## src/rtl/rom_burst_arbiter.sv

```systemverilog
// Round-robin arbiter sharing one combinational ROM read port between two
// burst requesters; returns registered data with per-requester valid/last.
module rom_burst_arbiter #(
   parameter int AW   = 4,
   parameter int DW   = 4,
   parameter int LENW = 2
) (
   input  logic            clk,
   input  logic            rst_n,
   input  logic            req0,
   input  logic [AW-1:0]   addr0,
   input  logic [LENW-1:0] len0,
   output logic            gnt0,
   output logic            rvalid0,
   output logic [DW-1:0]   rdata0,
   output logic            rlast0,
   input  logic            req1,
   input  logic [AW-1:0]   addr1,
   input  logic [LENW-1:0] len1,
   output logic            gnt1,
   output logic            rvalid1,
   output logic [DW-1:0]   rdata1,
   output logic            rlast1,
   output logic [AW-1:0]   rom_addr,
   input  logic [DW-1:0]   rom_data,
   output logic            busy
);

   // Handshake: a requester holds req/addr/len until it sees a one-cycle gnt;
   // beats then arrive on rvalid with no backpressure, rlast marking the final one.
   typedef enum logic {IDLE, BURST} state_t;

   state_t            state_q, state_d;
   logic              owner_q;
   logic              ptr_q;
   logic [AW-1:0]     cur_addr_q;
   logic [LENW-1:0]   cnt_q;

   assign busy = (state_q == BURST);

   always_comb begin
      gnt0     = 1'b0;
      gnt1     = 1'b0;
      state_d  = state_q;
      rom_addr = '0;
      case (state_q)
         IDLE: begin
            // Gated by rst_n so no grant is shown while reset is held.
            if (rst_n) begin
               if (req0 && (!req1 || !ptr_q)) gnt0 = 1'b1;
               else if (req1)                 gnt1 = 1'b1;
               if (gnt0 || gnt1) state_d = BURST;
            end
         end
         BURST: begin
            rom_addr = cur_addr_q;
            if (cnt_q == '0) state_d = IDLE;
         end
         default: state_d = IDLE;
      endcase
   end

   always_ff @(posedge clk or negedge rst_n) begin
      if (!rst_n) begin
         state_q    <= IDLE;
         owner_q    <= 1'b0;
         ptr_q      <= 1'b0;
         cur_addr_q <= '0;
         cnt_q      <= '0;
         rvalid0    <= 1'b0;
         rlast0     <= 1'b0;
         rdata0     <= '0;
         rvalid1    <= 1'b0;
         rlast1     <= 1'b0;
         rdata1     <= '0;
      end else begin
         state_q <= state_d;
         rvalid0 <= 1'b0;
         rlast0  <= 1'b0;
         rvalid1 <= 1'b0;
         rlast1  <= 1'b0;
         if (gnt0 || gnt1) begin
            owner_q    <= gnt1;
            cur_addr_q <= gnt1 ? addr1 : addr0;
            cnt_q      <= gnt1 ? len1 : len0;
            ptr_q      <= gnt0;
         end
         if (state_q == BURST) begin
            if (owner_q) begin
               rdata1  <= rom_data;
               rvalid1 <= 1'b1;
               rlast1  <= (cnt_q == '0);
            end else begin
               rdata0  <= rom_data;
               rvalid0 <= 1'b1;
               rlast0  <= (cnt_q == '0);
            end
            cur_addr_q <= cur_addr_q + AW'(1);
            cnt_q      <= cnt_q - LENW'(1);
         end
      end
   end

endmodule

```

## config.mk

```make
export PLATFORM = sky130hd
export DESIGN_NAME = rom_burst_arbiter
export DESIGN_NICKNAME = d
export VERILOG_FILES = /design/src/rtl/rom_burst_arbiter.sv
export SDC_FILE = /design/constraint.sdc
export NUM_CORES = 1
export LEC_CHECK = 0
export CORE_UTILIZATION = 39
export DETAILED_ROUTE_END_ITERATION = 6
export PLACE_DENSITY = 0.81
export SYNTH_ARGS = -nofsm -noshare
export SYNTH_HDL_FRONTEND = slang
export SYNTH_SLANG_ARGS = --single-unit
```

## constraint.sdc

```tcl
create_clock -name clk -period 1.45 [get_ports clk]
set_input_delay 0.3625 -clock clk [delete_from_list [all_inputs] [get_ports clk]]
set_output_delay 0.3625 -clock clk [all_outputs]
set_load 0.02 [all_outputs]
```

==> results.sh, run 1 <==
export IMPL_path_clk_slew_ns=0.14
export IMPL_arrival_ns=1.33
export IMPL_final_cell_area_mm2=0.00169
export IMPL_critPathLaunch="req1"
export IMPL_grt_pass1_wl_um=4370
export IMPL_ant_nets=0
export IMPL_vias_per_cell=5.30
export IMPL_syn_to_final_growth_pct=69.9
export IMPL_crit_chain="dlygate4sd2_1 -> buf_4 -> a21bo_4 -> nor2_4 -> buf_6"
export IMPL_clock_root_buffer="clkbuf_4"
export IMPL_r2r_slack_ns=0.01
export IMPL_powerDensity_mw_per_mm2=2140
export IMPL_die_area_mm2=0.00276
export IMPL_clock_fmax_mhz=592
export IMPL_avgSynthCellArea_um2=11.6
export IMPL_instances_no_fill=178
export IMPL_synth_edf_count=0
export IMPL_tritoncts="built"
export IMPL_crit_slowest_cell="dlygate4sd2_1"
export IMPL_num_rows=17
export IMPL_htreeDepth=1
export IMPL_drv_slew=0
export IMPL_synth_distinct_cells=33
export IMPL_dr_pass1_iters=5
export IMPL_drc=0
export IMPL_wl_per_cell_um=16.3
export IMPL_p_seq_share_pct=28.9
export IMPL_antenna_found_initial=0
export IMPL_utilization_pct=73.6
export IMPL_worst_r2r_path_depth=6
export IMPL_power_mw=3.61
export IMPL_start_util_pct=43.3
export IMPL_violations="negative setup slack"
export IMPL_r2r_start="busy"
export IMPL_synth_area_leaders="dfrtp_1 53%, mux2_2 9.1%, o21ai_0 3.5%"
export IMPL_p_sw_share_pct=39.8
export IMPL_hold_viol_final=0
export IMPL_layout_area_seq_um2=527
export IMPL_synthesis_instances=86
export IMPL_hpwl_um=1820
export IMPL_cp_endpoint="gnt0"
export IMPL_ys_warn_count=0
export IMPL_finalSetupViolations=6
export IMPL_dpl_cell_area_mm2=0.00151
export IMPL_synth_cell_area_um2=995
export IMPL_async_reset_ff_share_pct=100
export IMPL_dieWidth_um=52.5
export IMPL_drt_iter0_markers=13
export IMPL_combPwrFrac_pct=62.8
export IMPL_multi_input_area_um2=517
export IMPL_ys_flop_type="dfrtp_1"
export IMPL_synth_most_common_cell="dfrtp_1"
export IMPL_portBuffers=38
export IMPL_cp_start_kind="primary input"
export IMPL_ys_ff_latch=21
export IMPL_clk_latency_ns=0.32
export IMPL_clock_skew_final_ns=0.0147
export IMPL_cts_path_max_buffers=2
export IMPL_reg2reg_to="rdata0[3]"
export IMPL_n_antenna_cell=0
export IMPL_crit_type="primary input to primary output"
export IMPL_power_internal_mw=2.18
export IMPL_nets=173
export IMPL_wirelength_um=2900
export IMPL_maxCapViolCount=0
export IMPL_drive_above_1_share_pct=39.3
export IMPL_fin_crit_ns=1.69
export IMPL_p_sw_mw=1.44
export IMPL_hold_buffers=0
export IMPL_min_period_over_period_pct=117
export IMPL_numCtsBuffers=3
export IMPL_yosys_area_top_type="dfrtp_1"
export IMPL_peakVddDrop_mv=1.31
export IMPL_die_h_um=52.5
export IMPL_ios=39
export IMPL_min_path_type="primary input to asynchronous set/reset pin"
export IMPL_dp_cells=165
export IMPL_max_stage_delay_ns=0.30
export IMPL_core_area_mm2=0.00230
export IMPL_syn_nets=108
export IMPL_seq_area_frac_synth_pct=52.8
export IMPL_endpoint_kind="primary output"
export IMPL_worst_ep_required_time_ns=1.09
export IMPL_pwr_share_clk_pct=8.3
export IMPL_synth_top_area_share_pct=52.8
export IMPL_leakagePower_nw=0.821
export IMPL_worst_pin_slew_ns=0.352
export IMPL_gr_total_overflow=0
export IMPL_outcome="finished, violations left"
export IMPL_clock_sinks=21
export IMPL_grt_max_degree=26
export IMPL_synthTopCellsByCount="21 x dfrtp_1, 8 x mux2_2, 7 x o21ai_0"
export IMPL_gp_congestion=0.891
export IMPL_critPathMaxFanout=6
export IMPL_setup_ws_ns=-0.241
export IMPL_relSlewSlack_pct=76.3
export IMPL_fillers=162
export IMPL_grtUsageTotal_pct=22.8
export IMPL_grt_pass1_vias=956
export IMPL_num_vias=943
export IMPL_grt_setup_unrepaired="yes"
what timing repair did:
item / 4_1_cts / 5_1_grt
pin swaps: 4 / 5
setup buffers: 7 / 4
endpoints found under the setup margin: 28 / 16
gates resized for setup: 66 / 17
stage by stage:
stage	setup TNS (ns)	hold WS (ns)	setup slack, ns
2_1_floorplan	0	0.0669	0.0287
3_3_place_gp	-6.35	0.471	-0.879
3_5_place_dp	-6.50	0.482	-0.887
4_1_cts	-0.719	0.186	-0.254
5_1_grt	-1.07	0.152	-0.270
6_report	-0.747	0.152	-0.241
worst max-delay path: cells and delay by family:
family                 cells  cell delay (ns)
AOI/OAI and AO/OA          1             0.22
buffers and inverters      3             0.60
and+or+nand+nor            1             0.14
metal layers:
metal | vias to the layer above | part of all wire (%) | track usage (%)
met5 | - | 0 | 0
met4 | 0 | 3.6 | 17.1
met3 | 10 | 3.7 | 4.64
met2 | 31 | 50 | 35.9
met1 | 469 | 43 | 27.2
li1 | 433 | - | -
cells in the final DEF, fill, tap and decap left out, types with 2 or more instances in the layout:
| master | Yosys | final |
|---|---|---|
| mux2_4 | 0 | 4 |
| o21ai_0 | 7 | 6 |
| buf_6 | 0 | 12 |
| and3_1 | 2 | 2 |
| nand2_1 | 3 | 2 |
| dlygate4sd2_1 | 0 | 14 |
| nor2_4 | 1 | 3 |
| or2b_4 | 2 | 2 |
| a21oi_1 | 5 | 4 |
| dfrtp_1 | 21 | 20 |
| o22ai_1 | 3 | 3 |
| mux2_2 | 8 | 4 |
| buf_4 | 0 | 17 |
| and2_4 | 0 | 4 |
| ha_1 | 2 | 2 |
| clkdlybuf4s50_1 | 0 | 16 |
| inv_1 | 5 | 4 |
| clkbuf_4 | 0 | 3 |
cell families (layout without fill, tap and decap cells):
group | count (synthesis) | in the layout | share of synthesized area [%]
AOI/OAI and AO/OA | 25 | 25 | 16.6
xor gates and xnor gates | 2 | 2 | 1.76
adders and majority gates | 2 | 2 | 2.52
buffers and inverters | 6 | 70 | 2.26
DFF | 21 | 21 | 52.8
muxes | 9 | 9 | 10.1
and+or+nand+nor | 21 | 21 | 14.0
how the worst min path moves through the flow:
stage                     startpoint  endpoint  slack [ns]  cells past startpoint
after floorplan                rst_n      busy        0.07                      0
after global placement      cnt_q[0]  cnt_q[0]        0.47                      1
after detailed placement    cnt_q[0]  cnt_q[0]        0.48                      1
after CTS                      rst_n  cnt_q[0]        0.19                      2
after global routing           rst_n  cnt_q[0]        0.15                      2
final                          rst_n     ptr_q        0.15                      2
layout make-up:
cell class	count	area share, %
clock buffers	3	1.33
clock inverters	1	0.296
inverters	5	1.41
multi-input cells	59	30.6
flip-flops and latches	21	31.2
well taps	28	2.07
repair buffers	61	33.2
state kept, by name, indices dropped and copies added, names as in the netlist:
name	cells
rdata1	4
busy	1
rlast0	1
owner_q	1
rlast1	1
cur_addr_q	4
ptr_q	1
rvalid0	1
cnt_q	2
rdata0	4
rvalid1	1
power groups by stage:
stage                     clock network [mW]  registers [mW]  logic [mW]
after floorplan                            0            1.27       0.784
after global placement                     0            1.03        1.85
after detailed placement                   0            1.05        1.89
after CTS                              0.302            1.04        2.03
after global routing                   0.336            1.07        2.43
final                                  0.300            1.04        2.27
(Power assumes the default switching activity.)
==> run 2, diff against run 1 <==
--- a/config.mk
+++ b/config.mk
@@ -7,6 +7,7 @@
 export LEC_CHECK = 0
 export CORE_UTILIZATION = 39
 export DETAILED_ROUTE_END_ITERATION = 6
+export HOLD_SLACK_MARGIN = 0.03
 export PLACE_DENSITY = 0.81
 export SYNTH_ARGS = -nofsm -noshare
 export SYNTH_HDL_FRONTEND = slang
==> results of run 2 <==
Same layout as run 1: the final DEF is identical, and so are final timing and power.
